--- src/rtl/tdm_pkg.sv ---
// Shared TDM lane-select types and defaults, used by both the mux and demux sides.
package tdm_pkg;

    localparam int DEF_LANES     = 4;
    localparam int DEF_WIDTH     = 1;
    localparam int DEF_ERR_LIMIT = 2;
    localparam int SLOT_W        = $clog2(DEF_LANES);

    typedef logic [SLOT_W-1:0] slot_t;

    typedef enum logic {
        HUNT   = 1'b0,
        LOCKED = 1'b1
    } state_t;

endpackage

--- src/rtl/tdm_slot_ctr.sv ---
// Slot index counter: clear beats load-to-1, which beats increment-with-wrap at LANES-1.
module tdm_slot_ctr
    import tdm_pkg::*;
#(
    parameter int LANES = DEF_LANES,
    parameter int SW    = $clog2(LANES)
) (
    input  logic          clk,
    input  logic          rst_n,
    input  logic          clr,
    input  logic          load1,
    input  logic          inc,
    output logic [SW-1:0] slot
);

    always_ff @(posedge clk or negedge rst_n) begin
        if (!rst_n) begin
            slot <= '0;
        end else if (clr) begin
            slot <= '0;
        end else if (load1) begin
            slot <= SW'(1);
        end else if (inc) begin
            slot <= (slot == SW'(LANES - 1)) ? '0 : slot + 1'b1;
        end
    end

endmodule

--- src/rtl/tdm_demux1_4.sv ---
// TDM receive demux: rebuilds LANES-wide frames from one slot per valid beat; dout/dout_valid one cycle after the last slot.
// No backpressure: every valid beat is consumed. TDM_DEMUX_FRAME_CNT_EN adds a 16-bit frame counter output.
module tdm_demux1_4
    import tdm_pkg::*;
#(
    parameter int LANES     = DEF_LANES,
    parameter int WIDTH     = DEF_WIDTH,
    parameter int ERR_LIMIT = DEF_ERR_LIMIT
) (
    input  logic                   clk,
    input  logic                   rst_n,
    input  logic [WIDTH-1:0]       din,
    input  logic                   din_valid,
    input  logic                   frame_sync,
    output logic [LANES*WIDTH-1:0] dout,
    output logic                   dout_valid,
    output logic                   locked,
    output logic                   sync_err
`ifdef TDM_DEMUX_FRAME_CNT_EN
    ,
    output logic [15:0]            frame_cnt
`endif
);

    localparam int SW  = $clog2(LANES);
    localparam int EW  = $clog2(ERR_LIMIT + 1);
    localparam int SHW = (LANES - 1) * WIDTH;

    state_t        state;
    logic [SW-1:0] slot;
    logic [SHW-1:0] shadow;
    logic [EW-1:0] err_cnt;
    logic          at_zero, is_last, bad_sync, hit_limit, frame_done;
    logic          slot_clr, slot_load1, slot_inc;

    // A sync beat is expected exactly when the counter sits on slot 0.
    assign at_zero    = (slot == '0);
    assign is_last    = (slot == SW'(LANES - 1));
    assign bad_sync   = (state == LOCKED) && (frame_sync != at_zero);
    assign hit_limit  = (int'(err_cnt) + 1 >= ERR_LIMIT);
    assign frame_done = din_valid && (state == LOCKED) && !bad_sync && is_last;

    always_comb begin
        slot_clr   = 1'b0;
        slot_load1 = 1'b0;
        slot_inc   = 1'b0;
        if (din_valid) begin
            if (state == HUNT)             slot_load1 = frame_sync;
            else if (bad_sync && hit_limit) slot_clr  = 1'b1;
            else if (bad_sync || at_zero)   slot_load1 = 1'b1;
            else                            slot_inc   = 1'b1;
        end
    end

    tdm_slot_ctr #(.LANES(LANES), .SW(SW)) u_slot_ctr (
        .clk   (clk),
        .rst_n (rst_n),
        .clr   (slot_clr),
        .load1 (slot_load1),
        .inc   (slot_inc),
        .slot  (slot)
    );

    always_ff @(posedge clk or negedge rst_n) begin
        if (!rst_n) begin
            state      <= HUNT;
            shadow     <= '0;
            err_cnt    <= '0;
            dout       <= '0;
            dout_valid <= 1'b0;
            locked     <= 1'b0;
            sync_err   <= 1'b0;
        end else begin
            dout_valid <= 1'b0;
            sync_err   <= 1'b0;
            if (din_valid) begin
                if (state == HUNT) begin
                    if (frame_sync) begin
                        shadow[0 +: WIDTH] <= din;
                        err_cnt            <= '0;
                        state              <= LOCKED;
                        locked             <= 1'b1;
                    end
                end else if (bad_sync) begin
                    sync_err <= 1'b1;
                    if (hit_limit) begin
                        state   <= HUNT;
                        locked  <= 1'b0;
                        err_cnt <= '0;
                    end else begin
                        // Flywheel: the offending beat restarts the frame as slot 0.
                        shadow[0 +: WIDTH] <= din;
                        err_cnt            <= err_cnt + 1'b1;
                    end
                end else if (at_zero) begin
                    shadow[0 +: WIDTH] <= din;
                    err_cnt            <= '0;
                end else if (frame_done) begin
                    dout       <= {din, shadow};
                    dout_valid <= 1'b1;
                end else begin
                    shadow[int'(slot) * WIDTH +: WIDTH] <= din;
                end
            end
        end
    end

`ifdef TDM_DEMUX_FRAME_CNT_EN
    always_ff @(posedge clk or negedge rst_n) begin
        if (!rst_n)          frame_cnt <= '0;
        else if (frame_done) frame_cnt <= frame_cnt + 16'd1;
    end
`endif

endmodule

--- config.mk ---
export PLATFORM = sky130hd
export DESIGN_NAME = tdm_demux1_4
export DESIGN_NICKNAME = d
export VERILOG_FILES = /design/src/rtl/tdm_pkg.sv /design/src/rtl/tdm_slot_ctr.sv /design/src/rtl/tdm_demux1_4.sv
export SDC_FILE = /design/constraint.sdc
export NUM_CORES = 1
export LEC_CHECK = 0
export ABC_AREA = 1
export CAP_MARGIN = 20
export CORE_MARGIN = 2
export CORE_UTILIZATION = 48
export CTS_CLUSTER_DIAMETER = 120
export CTS_CLUSTER_SIZE = 8
export DETAILED_ROUTE_END_ITERATION = 8
export DONT_BUFFER_PORTS = 1
export HOLD_SLACK_MARGIN = 0.08
export PLACE_DENSITY_LB_ADDON = 0.3
export SLEW_MARGIN = 30
export SYNTH_ARGS = -nofsm -noshare
export SYNTH_HDL_FRONTEND = slang
export SYNTH_SLANG_ARGS = --single-unit
--- constraint.sdc ---
create_clock -name clk -period 1.5 [get_ports clk]
set_input_delay 0.225 -clock clk [delete_from_list [all_inputs] [get_ports clk]]
set_output_delay 0.225 -clock clk [all_outputs]
set_load 0.01 [all_outputs]
==> reports/results.md <==
| Parameter | Reported |
|---|---|
| Average instance area after synthesis | 8.74 sq um |
| Die Ht | 44.0 um |
| Worst-case headroom to the max-slew limit | 0.559 |
| Most frequent standard cell in the layout excluding fill and tap cells | sky130_fd_sc_hd__nand2_1 |
| Total Negative Setup Slacks | 0 ns |
| Seq/Total Area, Yosys | 0.488 |
| Drt wl/cell | 12.1 um |
| Power, Total | 1.51 mW |
| Commonest cells after routing, fill and taps aside | 19 x sky130_fd_sc_hd__nand2_1, 15 x sky130_fd_sc_hd__dfrtp_1, 14 x sky130_fd_sc_hd__inv_1, 8 x sky130_fd_sc_hd__nand3_1, 7 x sky130_fd_sc_hd__o21ai_0 |
| Clock tree from TritonCTS | built |
| Wire length of the first global-routing pass | 2250 um |
| Syn nets | 99 |
| Overflow left after global routing | 0 |
| Count of mapped cells out of synthesis | 88 |
| Die Area | 1940 sq um |
| Total number of placement rows | 14 |
| Data required time of the worst path | 1.73 ns |
| Pleak | 0.442 nW |
| Critical Path Max Stage Delay | 0.41 ns |
| Remaining antenna violation count after routing | 0 |
| Post-route clock period utilization | 0.935 |
| R2R cell count | 6 |
| Largest net degree at the start of global routing | 16 |
| Transition time at the pin with the least slew margin | 0.659 ns |
| Antenna violations before repair | 0 |
| Peak fanout along the critical path | 4 |
| Synthesis Warnings | 0 |
| Fraction of layout cells with a size suffix above 1 | 0.191 |
| Startpoint type of the worst setup path | flip-flop |
| Top cell type's share of synthesized area | 0.488 |
| Startpoint of the lowest-slack register-to-register path | u_slot_ctr.slot[0]$_DFFE_PN0P_ |
| Maximum ir drop on the vdd rail | 1.00 mV |
| Top cell type by total area after synthesis | sky130_fd_sc_hd__dfrtp_1 |
| Unique cell type count in the Yosys netlist | 17 |
| Vias in the first global route | 540 |
| Post-layout minimum cycle time | 1.40 ns |
| Critical path cell sequence | buf_4, ha_1, or2_2, nand2_1, nand3_1, nand2_1 |
| Post-synthesis sequential element count | 15 |
| Gr usage total | 0.161 |
| Hold wc startpoint | din |
| Total via count after detailed routing | 560 |
| Violation count after the first detailed-route iteration | 15 |
| H-Tree Level Count | 1 |
| Fin Clk Skew | 0.000946 ns |
| Cell depth of the worst min-delay path | 2 |
| Number of I/O pins | 12 |
| Clock transition at the register clock pins on the worst setup and hold paths after CTS | 0.09 ns |
| Leading cell types by total area after synthesis | sky130_fd_sc_hd__dfrtp_1 49%, sky130_fd_sc_hd__ha_1 9.8%, sky130_fd_sc_hd__nand2_1 9.3% |
| Final Hold Viols | 0 |
| Worst-case register-to-register setup slack | 0.1 ns |
| Area grow syn2layout | 8.78% |
| Worst hold-check path type | input pin to flip-flop |
| Number of nets in the layout | 106 |
| Slowest cell on crit path | sky130_fd_sc_hd__dfrtp_1 |
| Number of I/O port buffers | 0 |
| Starting density of the core | 0.511 |
| Max Cap Violations | 0 |
| Total DRC errors in the routed layout | 0 |
| Post-synthesis cell area | 769 sq um |
| Slew Viols, Final | 0 |
| Final WL | 1330 um |
| Clk_lat worst skew | 0.28 ns |
| R2r endpoint | u_slot_ctr.slot[0]$_DFFE_PN0P_ |
| DR pass1 iterations | 4 |
| Width of the chip | 44.0 um |
| Clk root buf | sky130_fd_sc_hd__clkbuf_4 |
| Sort of element at the end of the critical path | flip-flop |
| Buf/Inv on CP | 1 |
| Vias per Instance | 5.09 |
| Core outline area | 1510 sq um |
| Peak Freq | 713 MHz |
| Number of endpoints failing setup at the final stage | 0 |
| CP delay by family, top | simple AND/OR/NAND/NOR gates |
| Cell Pwr Density | 1810 nW/um^2 |
| Most common cell type on the critical path | sky130_fd_sc_hd__nand2_1 |
| Run status | finished clean |
| Total CTS buffers | 3 |
| Maximum buffer depth of the clock tree | 2 |
| Setup CP Type | flip-flop to flip-flop |
| Data arrival time at the worst-slack endpoint | 1.63 ns |
| Hold Crit Endpoint | shadow[0]$_DFFE_PN0P_ |
| Half-perimeter wire length after placement | 978 um |
| Total number of clock tree sinks | 15 |
| Setup repair after global routing missed its margin | no |
| Diode count | 0 |
| Placer congestion estimate | 0.838 |
logic make-up after synthesis:
kind of cell | Yosys count | share of synthesized area
compound gates | 12 | 0.0862
buf+inv | 17 | 0.0829
simple gates | 38 | 0.246
flops | 15 | 0.488
fa+ha+maj | 6 | 0.0976
where the power goes:
group,total (mW),internal [mW],switching [mW]
clock network,0.228,0.0989,0.129
registers,0.679,0.559,0.120
logic,0.607,0.231,0.376
how the worst max path moves through the flow:
stage | startpoint | end | cells past startpoint
after floorplan | u_slot_ctr.slot[0]$_DFFE_PN0P_ | shadow[1]$_DFFE_PN0P_ | 6
after global placement | u_slot_ctr.slot[0]$_DFFE_PN0P_ | dout[3]$_DFFE_PN0P_ | 6
after detailed placement | u_slot_ctr.slot[0]$_DFFE_PN0P_ | dout[3]$_DFFE_PN0P_ | 5
after CTS | u_slot_ctr.slot[0]$_DFFE_PN0P_ | dout[3]$_DFFE_PN0P_ | 5
after global routing | u_slot_ctr.slot[0]$_DFFE_PN0P_ | u_slot_ctr.slot[0]$_DFFE_PN0P_ | 6
final | u_slot_ctr.slot[0]$_DFFE_PN0P_ | u_slot_ctr.slot[0]$_DFFE_PN0P_ | 6
Yosys cell counts:
cell type                   n
sky130_fd_sc_hd__inv_2      3
sky130_fd_sc_hd__a21boi_0   1
sky130_fd_sc_hd__o21ai_2    1
sky130_fd_sc_hd__nand2_2    2
sky130_fd_sc_hd__o21ai_0    9
sky130_fd_sc_hd__nor3_2     2
sky130_fd_sc_hd__nor2_4     1
sky130_fd_sc_hd__or2_2      1
sky130_fd_sc_hd__nor2_1     3
sky130_fd_sc_hd__dfrtp_1   15
sky130_fd_sc_hd__nand3_2    1
sky130_fd_sc_hd__nor2_2     1
sky130_fd_sc_hd__nand3_1    8
sky130_fd_sc_hd__o21ai_1    1
sky130_fd_sc_hd__nand2_1   19
sky130_fd_sc_hd__ha_1       6
sky130_fd_sc_hd__inv_1     14
final cells by class:
type	instances	area (sq um)
clock inverter	1	5.00
clock buffer	3	22.5
tap	16	20.0
timing repair buffer	2	17.5
multi-input combinational	56	333
inverter	17	63.8
sequential	15	375
fill	130	669
state kept, by name, summed over array words and instances, names as in the netlist:
signal,flops
shadow,3
locked,1
dout_valid,1
sync_err,1
dout,4
state,1
err_cnt,2
u_slot_ctr.slot,2
worst reg2reg max path: cells and delay by family, from the launching register on:
| kind | cells | cell delay [ns] |
|---|---|---|
| flip-flops | 1 | 0.41 |
| AND/OR/NAND/NOR | 4 | 0.55 |
| adder cells (fa/ha/maj) | 1 | 0.25 |
| buffers and inverters | 1 | 0.15 |
metal layers:
metal | global-route usage | share of wire
met5 | 0 | 0
met3 | 0.0612 | 0.067
met1 | 0.201 | 0.46
met2 | 0.265 | 0.46
met4 | 0.0364 | 0.0098
metrics by stage:
stage	cells	hold slack (ns)	util	setup WS (ns)	instance area [sq um]
floorplan	88	-0.0706	-	0.204	769
global placement	104	-0.0703	0.524	0.125	790
detailed placement	104	-0.0702	0.524	0.0613	790
CTS	109	0.0931	0.549	0.0385	827
global route	110	0.0957	0.556	0.00582	837
finish	110	0.0980	0.556	0.0974	837
repair_timing:
action                                  CTS  global route
buffers inserted                          0             1
endpoints found under the setup margin    0            10
resized for setup                         0             3
endpoints found under the hold margin    15             0
hold buffers                              1             0
(Power assumes the default switching activity.)
